`config.mk`:
```
export PLATFORM = sky130hd
export DESIGN_NAME = reg_wb_ctrl
export DESIGN_NICKNAME = d
export VERILOG_FILES = /design/src/rtl/riscv_32i_defs_pkg.sv /design/src/rtl/reg_wb_tag_fifo.sv /design/src/rtl/reg_wb_ctrl.sv
export SDC_FILE = /design/constraint.sdc
export NUM_CORES = 1
export LEC_CHECK = 0
export ABC_AREA = 1
export CORE_ASPECT_RATIO = 0.75
export CORE_MARGIN = 2
export CORE_UTILIZATION = 25
export CTS_BUF_LIST = sky130_fd_sc_hd__clkbuf_8
export DETAILED_ROUTE_END_ITERATION = 6
export PLACE_DENSITY = 0.47
export SYNTH_ARGS = -nofsm -noshare
export SYNTH_HDL_FRONTEND = slang
export SYNTH_HIERARCHICAL = 1
export SYNTH_SLANG_ARGS = --single-unit
```
`constraint.sdc`:
```
create_clock -name clk -period 3 [get_ports clk]
set_input_delay 0.3 -clock clk [delete_from_list [all_inputs] [get_ports clk]]
set_output_delay 0.3 -clock clk [all_outputs]
set_load 0.02 [all_outputs]
```
`src/rtl/riscv_32i_defs_pkg.sv`:
```
// Shared RV32I datapath types used by the writeback controller and its tag FIFO.
package riscv_32i_defs_pkg;

  localparam int NUM_REGS = 32;

  typedef logic [31:0] word_t;
  typedef logic [4:0]  reg_addr_t;

  function automatic logic is_x0(input reg_addr_t r);
    return (r == 5'd0);
  endfunction

endpackage

```
`src/rtl/reg_wb_tag_fifo.sv`:
```
// Synchronous FIFO holding the destination register of each outstanding load, in issue order.
module reg_wb_tag_fifo
  import riscv_32i_defs_pkg::*;
#(
  parameter int DEPTH = 4
)
(
  input  logic                         clk,
  input  logic                         rst,
  input  logic                         push,
  input  logic                         pop,
  input  logic [4:0]                   din,
  output logic [4:0]                   dout,
  output logic                         full,
  output logic                         empty,
  output logic [$clog2(DEPTH+1)-1:0]   count
);

  localparam int PTR_W = $clog2(DEPTH);
  localparam int CNT_W = $clog2(DEPTH + 1);

  reg_addr_t          mem_r [DEPTH];
  logic [PTR_W-1:0]   wr_ptr_r;
  logic [PTR_W-1:0]   rd_ptr_r;
  logic [CNT_W-1:0]   count_r;
  logic               push_ok_s;
  logic               pop_ok_s;

  // Qualified handshakes and status flags
  always_comb begin
    full      = (count_r == CNT_W'(DEPTH));
    empty     = (count_r == {CNT_W{1'b0}});
    push_ok_s = push && !full;
    pop_ok_s  = pop && !empty;
    dout      = mem_r[rd_ptr_r];
    count     = count_r;
  end

  // Storage, pointers and occupancy; DEPTH is a power of two so pointers wrap naturally
  always_ff @(posedge clk) begin
    if (rst) begin
      wr_ptr_r <= {PTR_W{1'b0}};
      rd_ptr_r <= {PTR_W{1'b0}};
      count_r  <= {CNT_W{1'b0}};
    end else begin
      if (push_ok_s) begin
        mem_r[wr_ptr_r] <= din;
        wr_ptr_r        <= wr_ptr_r + PTR_W'(1);
      end
      if (pop_ok_s) begin
        rd_ptr_r <= rd_ptr_r + PTR_W'(1);
      end
      case ({push_ok_s, pop_ok_s})
        2'b10:   count_r <= count_r + CNT_W'(1);
        2'b01:   count_r <= count_r - CNT_W'(1);
        default: count_r <= count_r;
      endcase
    end
  end

endmodule

```
`src/rtl/reg_wb_ctrl.sv`:
```
// Writeback controller: merges one-cycle ALU results and in-order load returns onto the
// single register-file write port, and tracks registers with an outstanding load.
module reg_wb_ctrl
  import riscv_32i_defs_pkg::*;
#(
  parameter int LD_DEPTH = 4
)
(
  input  logic                            clk,
  input  logic                            rst,
  input  logic                            alu_valid,
  output logic                            alu_ready,
  input  logic [4:0]                      alu_rd,
  input  logic [31:0]                     alu_data,
  input  logic                            ld_issue_valid,
  output logic                            ld_issue_ready,
  input  logic [4:0]                      ld_issue_rd,
  input  logic                            ld_resp_valid,
  input  logic [31:0]                     ld_resp_data,
  input  logic [4:0]                      chk_rs1,
  input  logic [4:0]                      chk_rs2,
  output logic                            hazard,
  output logic                            wr_en,
  output logic [4:0]                      wr_reg,
  output logic [31:0]                     wr_data,
  output logic [$clog2(LD_DEPTH+1)-1:0]   ld_outstanding,
  output logic                            err
);

  logic [NUM_REGS-1:0] pending_r;
  logic                ld_wr_r;
  logic                fifo_full_s;
  logic                fifo_empty_s;
  reg_addr_t           head_rd_s;
  logic                ld_push_s;
  logic                ld_pop_s;
  logic                alu_fire_s;
  logic                orphan_s;
  logic                rs1_hz_s;
  logic                rs2_hz_s;

  reg_wb_tag_fifo #(.DEPTH(LD_DEPTH)) u_tag_fifo (
    .clk   (clk),
    .rst   (rst),
    .push  (ld_push_s),
    .pop   (ld_pop_s),
    .din   (ld_issue_rd),
    .dout  (head_rd_s),
    .full  (fifo_full_s),
    .empty (fifo_empty_s),
    .count (ld_outstanding)
  );

  // Handshakes and decode hazard; readiness uses pre-pop/pre-clear state
  always_comb begin
    ld_issue_ready = !fifo_full_s && !(!is_x0(ld_issue_rd) && pending_r[ld_issue_rd]);
    alu_ready      = !ld_resp_valid && !(!is_x0(alu_rd) && pending_r[alu_rd]);
    ld_push_s      = ld_issue_valid && ld_issue_ready;
    ld_pop_s       = ld_resp_valid && !fifo_empty_s;
    orphan_s       = ld_resp_valid && fifo_empty_s;
    alu_fire_s     = alu_valid && alu_ready;
    rs1_hz_s       = !is_x0(chk_rs1) && (pending_r[chk_rs1] || (wr_en && (wr_reg == chk_rs1)));
    rs2_hz_s       = !is_x0(chk_rs2) && (pending_r[chk_rs2] || (wr_en && (wr_reg == chk_rs2)));
    hazard         = rs1_hz_s || rs2_hz_s;
  end

  // Write-port register, pending scoreboard and sticky orphan error
  always_ff @(posedge clk) begin
    if (rst) begin
      pending_r <= {NUM_REGS{1'b0}};
      ld_wr_r   <= 1'b0;
      wr_en     <= 1'b0;
      wr_reg    <= 5'd0;
      wr_data   <= 32'd0;
      err       <= 1'b0;
    end else begin
      // A load's pending bit drops at the edge its presented write commits
      if (ld_wr_r && !is_x0(wr_reg)) begin
        pending_r[wr_reg] <= 1'b0;
      end
      if (ld_push_s && !is_x0(ld_issue_rd)) begin
        pending_r[ld_issue_rd] <= 1'b1;
      end
      if (ld_pop_s) begin
        wr_en   <= !is_x0(head_rd_s);
        wr_reg  <= head_rd_s;
        wr_data <= ld_resp_data;
        ld_wr_r <= 1'b1;
      end else if (alu_fire_s) begin
        wr_en   <= !is_x0(alu_rd);
        wr_reg  <= alu_rd;
        wr_data <= alu_data;
        ld_wr_r <= 1'b0;
      end else begin
        wr_en   <= 1'b0;
        ld_wr_r <= 1'b0;
      end
      if (orphan_s) begin
        err <= 1'b1;
      end
    end
  end

endmodule
```
# ---- Word level (Yosys, flattened, before mapping)
# Memories as Yosys holds them, arrays and structs flattened. A register that Yosys moved wholly into a read port is not among the register bits.
# Index checks and enable logic that the tools add are counted.
dict set report op_classes {
  addsub 4
  n_lt_le_gt_ge 7
  n_eq_ne 5
  muxes 28
  bitwise 3
  n_reduce_logical 41
}
# operator count
set op_table {}
lappend op_table {{two-way mux 32 bit} 5}
lappend op_table {{AND 32 bit} 1}
lappend op_table {{inverter 32 bit} 1}
lappend op_table {{bitwise OR 32 bit} 1}
lappend op_table {{zero test 5 bit} 6}
lappend op_table {{less-than comparator 5 x 6 -> 1 bit (second input constant)} 5}
lappend op_table {{binary-select mux 1 bit (select 5 bit)} 4}
lappend op_table {{logical AND 1 bit} 18}
lappend op_table {{two-way mux 1 bit} 12}
lappend op_table {{zero test 1 bit} 11}
lappend op_table {{demux 1 bit (select 5 bit)} 2}
lappend op_table {{== test 5 bit} 2}
lappend op_table {{>= comparator 5 x 1 -> 1 bit (second input constant)} 2}
lappend op_table {{two-way mux 5 bit} 2}
lappend op_table {{case mux 3 bit (2 select lines)} 1}
lappend op_table {{adder 2 x 1 -> 2 bit (second input constant)} 2}
lappend op_table {{two-way mux 2 bit} 2}
lappend op_table {{nonzero test 2 bit} 2}
lappend op_table {{adder 3 x 1 -> 3 bit (second input constant)} 1}
lappend op_table {{== test 3 bit (second input constant)} 1}
lappend op_table {{zero test 3 bit} 1}
lappend op_table {{logical OR 1 bit} 3}
lappend op_table {{subtractor 3 x 1 -> 3 bit (second input constant)} 1}
lappend op_table {{== test 2 x 1 -> 1 bit (second input constant)} 1}
lappend op_table {{== test 2 bit (second input constant)} 1}
dict set report totals {
  ff_bits 79
  mem_bits_rw 20
  out_inout_bits 45
  elab_cells 98
  n_memories 1
}
# name depth width rd rd_clocked_by_memory_dff write_ports line
set memory_table {}
lappend memory_table {u_tag_fifo.mem_r 4 5 1 1 1 reg_wb_tag_fifo.sv:22} ;# reg_addr_t mem_r [DEPTH];

# ---- Logic depth before layout (Yosys ltp)
dict set report logic_depth {
  ltp_word 10
  ltp_mapped 24
  mapped_depth_nobuf 23
}

# ---- Hierarchy
# Netlist, hierarchy kept.
# module instances cells_per_inst area_per_inst_um2
set modules_own_cells {}
lappend modules_own_cells {reg_wb_ctrl 1 938 5139.9}
lappend modules_own_cells {reg_wb_tag_fifo 1 119 1265.0}

# ---- Worst setup path before layout
# Ideal clock, no wire load.
dict set report synth_timing {
  path_kind {input to register}
  startpoint {in ld_issue_rd[0]}
  endpoint {reg u_tag_fifo.count_r[1] (netlist: u_tag_fifo/count[1])}
  arrival_ps 2521
  setup_slack_ps 409
  path_stages 19
  n_path_buf 1
  path_cell_list {inv_2 -> buf_4 -> nand2_1 -> nand2_1 -> nand2_1 -> nand2_1 -> nand2_1 -> nand2_1 -> inv_1 -> nand2_1 -> nor2_1 -> inv_1 -> a21oi_1 -> and2_1 -> nand2_1 -> ha_1 -> inv_1 -> fa_1 -> a21oi_1}
}
dict set report synth_via {
  elab_chain_len 9
}
# item line
set synth_rtl {}
lappend synth_rtl {{start, declared} reg_wb_ctrl.sv:17} ;# input logic [4:0] ld_issue_rd,
lappend synth_rtl {{binary-select mux 1 bit (select 5 bit) or zero test 5 bit (tied branches)} {reg_wb_ctrl.sv:56, riscv_32i_defs_pkg.sv:10}}
lappend synth_rtl {{two-way mux 1 bit (implied by the code) or zero test 1 bit (tied branches)} reg_wb_ctrl.sv:56} ;# ld_issue_ready = !fifo_full_s && !(!is_x0(ld_issue_rd) && pending_r[ld_issue_rd]);
lappend synth_rtl {{logical AND 1 bit (*)} reg_wb_ctrl.sv:56}
lappend synth_rtl {{zero test 1 bit (*)} reg_wb_ctrl.sv:56}
lappend synth_rtl {{logical AND 1 bit (*)} reg_wb_ctrl.sv:56}
lappend synth_rtl {{named net ld_issue_ready} reg_wb_ctrl.sv:16} ;# output logic ld_issue_ready,
lappend synth_rtl {{logical AND 1 bit (*)} reg_wb_ctrl.sv:58} ;# ld_push_s = ld_issue_valid && ld_issue_ready;
lappend synth_rtl {{named net ld_push_s} reg_wb_ctrl.sv:35} ;# logic ld_push_s;
lappend synth_rtl {{logical AND 1 bit (*)} reg_wb_tag_fifo.sv:33} ;# push_ok_s = push && !full;
lappend synth_rtl {{== test 2 x 1 -> 1 bit or == test 2 bit (tied branches)} reg_wb_tag_fifo.sv:53} ;# case ({push_ok_s, pop_ok_s})
lappend synth_rtl {{case mux 3 bit (2 select lines) or nonzero test 2 bit (tied branches)} -}
lappend synth_rtl {{end signal, assigned} reg_wb_tag_fifo.sv:54} ;# 2'b10: count_r <= count_r + CNT_W'(1);
lappend synth_rtl {{end signal, assigned} reg_wb_tag_fifo.sv:55} ;# 2'b01: count_r <= count_r - CNT_W'(1);
lappend synth_rtl {{end signal, assigned} reg_wb_tag_fifo.sv:56} ;# default: count_r <= count_r;
lappend synth_rtl {{end, declared} reg_wb_tag_fifo.sv:25} ;# logic [CNT_W-1:0] count_r;
# Mark *: on every way through the listed nets, which the timed path passes. The rest lies on a longest branch. The select of a mux whose other input is x is not followed.
# A chain may end at the register's enable or synchronous reset.

# ---- Worst setup path in the final report
dict set report layout_timing {
  startpoint {in chk_rs2[1]}
  endpoint {out hazard}
}
dict set report layout_via {
  elab_chain_len 5
}
# item line
set layout_rtl {}
lappend layout_rtl {{start, declared} reg_wb_ctrl.sv:21} ;# input logic [4:0] chk_rs2,
lappend layout_rtl {{binary-select mux 1 bit (select 5 bit) or == test 5 bit (tied branches)} reg_wb_ctrl.sv:63} ;# rs2_hz_s = !is_x0(chk_rs2) && (pending_r[chk_rs2] || (wr_en && (wr_reg == chk_rs2)));
lappend layout_rtl {{two-way mux 1 bit (implied by the code) or logical AND 1 bit (tied branches)} reg_wb_ctrl.sv:63}
lappend layout_rtl {{logical OR 1 bit} reg_wb_ctrl.sv:63}
lappend layout_rtl {{logical AND 1 bit (*)} reg_wb_ctrl.sv:63}
lappend layout_rtl {{logical OR 1 bit (*)} reg_wb_ctrl.sv:64} ;# hazard = rs1_hz_s || rs2_hz_s;
lappend layout_rtl {{end, declared} reg_wb_ctrl.sv:22} ;# output logic hazard,
# Every way passes the cells marked *; elsewhere a longest branch is shown, timed or not. The select of a mux whose other input is x is not followed.

==> reports/metrics.yaml <==
fin_setup_tns_ps: 0
ys_top_cells_by_count: "nand2_1 (308), nor2_1 (160), inv_1 (112)"
synth_simple_gate_area_share_pct: 37.4
synth.distinct_cells: 30
hold_class: "reg2reg"
synth_top_family_by_area: "simple AND/OR/NAND/NOR gates"
cts-root-buf: "clkbuf_8"
holdPathStages: 2
grt_first_pass_wirelength_mm: 37.5
via_per_inst: 4.67
gp_routability_congestion: 0.923
grt_overflow: 0
vdd_drop_max_uv: 222
syn_avg_cell_area_um2: 6.06
synth_area_leaders: "dfxtp_1 (25%), nand2_1 (18%), edfxtp_1 (9.4%), nor2_1 (9.4%), a21oi_1 (8.6%)"
stdcell_area_um2: 8530
worst_slack_ps: 141
num_vias: 7176
slowest_stage: "clkdlybuf4s50_1"
required_ps: 2700
syn_nets: 1152
synthAdderAreaFrac_pct: 1.29
nFillCells: 2768
fmax_mhz: 350
grt_max_degree: 111
dpl_cell_area_um2: 8320
ys_seq_elements: 101
post-place-ws_ps: 10.6
hold_buffers: 0
netlist_area_um2: 6400
fin_nets: 1290
synthMuxAreaShare_pct: 0
die_x_um: 189
worst_skew_pair.late_latency_ps: 410
ios: 134
diodes: 0
antenna_found_initial: 0
start_kind: "input port"
period_needed_ps: 2860
top_regs: "pending_r: 32 flops, wr_data: 32 flops, u_tag_fifo/mem_r: 20 flops"
finalCritPeriodShare_pct: 95.3
synthArstFlopShare_pct: 0
synthCells: 1057
post-dp-hpwl_mm: 17.9
synth_edf_count: 20
setup-violations-final: 0
r2r_cells: 17
port_buffers: 133
synth_warnings: 6
drt_pass1_iterations: 5
yosysMostFrequentCell: "nand2_1"
cp-end-kind: "output pin"
clock_path_buffers: 2
finalWirelength_mm: 24.0
cpPeakStageDelay_ps: 610
cts-htree-levels: 3
yosysTopAreaCell: "dfxtp_1"
path_clk_slew_ps: 110
finalClockSkew_ps: 15.5
critical_path_depth: 12
status: "finished, final reports clean"
crit_fanout: 9
crit_chain: "clkdlybuf4s50_1 -> clkinv_1 -> a21oi_1 -> o21ai_0 -> nand3_1 -> nand3_1 -> nand3_1 -> nand2_1 -> nand2_1 -> o21ai_0 -> nand2_1 -> clkdlybuf4s50_1"
area_growth_pct: 33.2
final_max_slew_viol_count: 0
synthXorXnorAreaFrac_pct: 0
crit_family: "buffers and inverters"
worst_pin_slew_ps: 776
wire_per_inst_um: 15.6
cts_tree: "yes"
core-area_um2: 25100
rows: 50
max-cap-violations: 0
cts_setup_buffers: 0
cp.arrival_ps: 2560
clock-sinks: 101
relSlewSlack_pct: 47.8
drive_gt1_share_pct: 6.42
hold_violations: 0
antenna_left: 0
grt_pass1_vias: 6427
synth_top_area_share_pct: 25.3
path_buf_inv: 3
rsz0062_at_grt: "false"
p_per_area_nw_per_um2: 604
numCtsBuffers: 9
synth_flop_cell: "dfxtp_1"
yosysSeqAreaShare_pct: 34.7
drcViolationCount: 0
fp.dieArea_um2: 26900
gr-usage-all-layers_pct: 17.8
p_leak_nw: 3.73
die_h_um: 143
synth_compound_area_share_pct: 15.6
drt_iter0_drc: 597
critPathKind: "in2out"
start_util_pct: 25.5
==> worst reg2reg max path, cell delays in order (launching register included) <==
cell and delay [ps]:
dfxtp_1 310, inv_1 200, o21ai_0 110, nand2_1 60
nand2_1 50, nand2_1 50, nand2_1 50, inv_1 40
nand2_1 50, nor2_1 120, inv_1 60, a21oi_1 180
and2_1 240, nand2_1 80, ha_1 190, inv_1 80
fa_1 410, a21oi_1 140
==> final timing paths <==
kind,start,endpoint,slack [ps]
worst min-delay path,err,err,480
worst min register to register,err,err,480
worst max-delay path,chk_rs2[1],hazard,140
worst max register to register,pending_r[14],u_tag_fifo/count[1],510
==> timing repair <==
item,4_1_cts,5_1_grt
endpoints found under the hold margin,0,0
endpoints found under the setup margin,0,3
gates resized for setup,0,5
==> final cells by class <==
class / instances / area [um2] / area share (%)
clock buffers: 9 / 124 / 1.45
clock inverters: 7 / 72.6 / 0.851
inverters: 122 / 469 / 5.50
multi-input cells: 782 / 3490 / 40.9
flip-flops and latches: 101 / 2220 / 26.0
well taps: 338 / 423 / 4.96
repair buffers: 179 / 1730 / 20.3
==> metal layers <==
layer	GRT usage (%)	share of wire (%)
met1	27.5	53
met2	25.2	40
met5	0	0
met4	3.87	1.3
met3	3.44	5.8
==> where the power goes <==
| part | leakage (nW) | internal (mW) | switching (mW) | total (mW) |
|---|---|---|---|---|
| Clock | 0.0974 | 0.330 | 0.578 | 0.907 |
| Sequential | 0.845 | 1.61 | 0.172 | 1.78 |
| Combinational | 2.79 | 0.972 | 1.49 | 2.46 |
| Total | 3.73 | 2.91 | 2.24 | 5.15 |
==> metrics by stage <==
step | hold WS, ps | std cells | power (mW) | utilization [%]
2_1_floorplan | 384 | 1057 | 3.28 | -
3_3_place_gp | 459 | 1522 | 4.28 | 33.2
3_5_place_dp | 460 | 1522 | 4.28 | 33.2
4_1_cts | 491 | 1538 | 5.21 | 34.0
5_1_grt | 522 | 1538 | 5.55 | 34.0
6_report | 483 | 1538 | 5.15 | 34.0
==> cell usage in the layout, fill, tap and decap left out, types with 2 or more instances in the layout <==
cell type	n
clkbuf_8	9
dlymetal6s2s_1	2
o21ai_0	55
inv_6	3
edfxtp_1	20
nand4_1	4
inv_8	2
nand3_4	2
a221oi_1	3
nor4_1	2
clkdlybuf4s50_1	131
clkinv_1	2
inv_2	5
nand3_2	2
nor3_1	17
o21bai_1	3
clkinvlp_4	3
a21boi_0	4
nor2_1	159
o211ai_1	4
buf_12	4
ha_1	5
buf_4	42
nand2_1	308
dfxtp_1	81
o22ai_1	10
a21oi_1	110
nand3_1	89
inv_1	111
==> kinds of logic after synthesis <==
family	after synthesis
and+or+nand+nor	586
AOI/OAI and AO/OA	190
buffers and inverters	174
DFF	101
adders and majority gates	6
(Power assumes the default switching activity.)
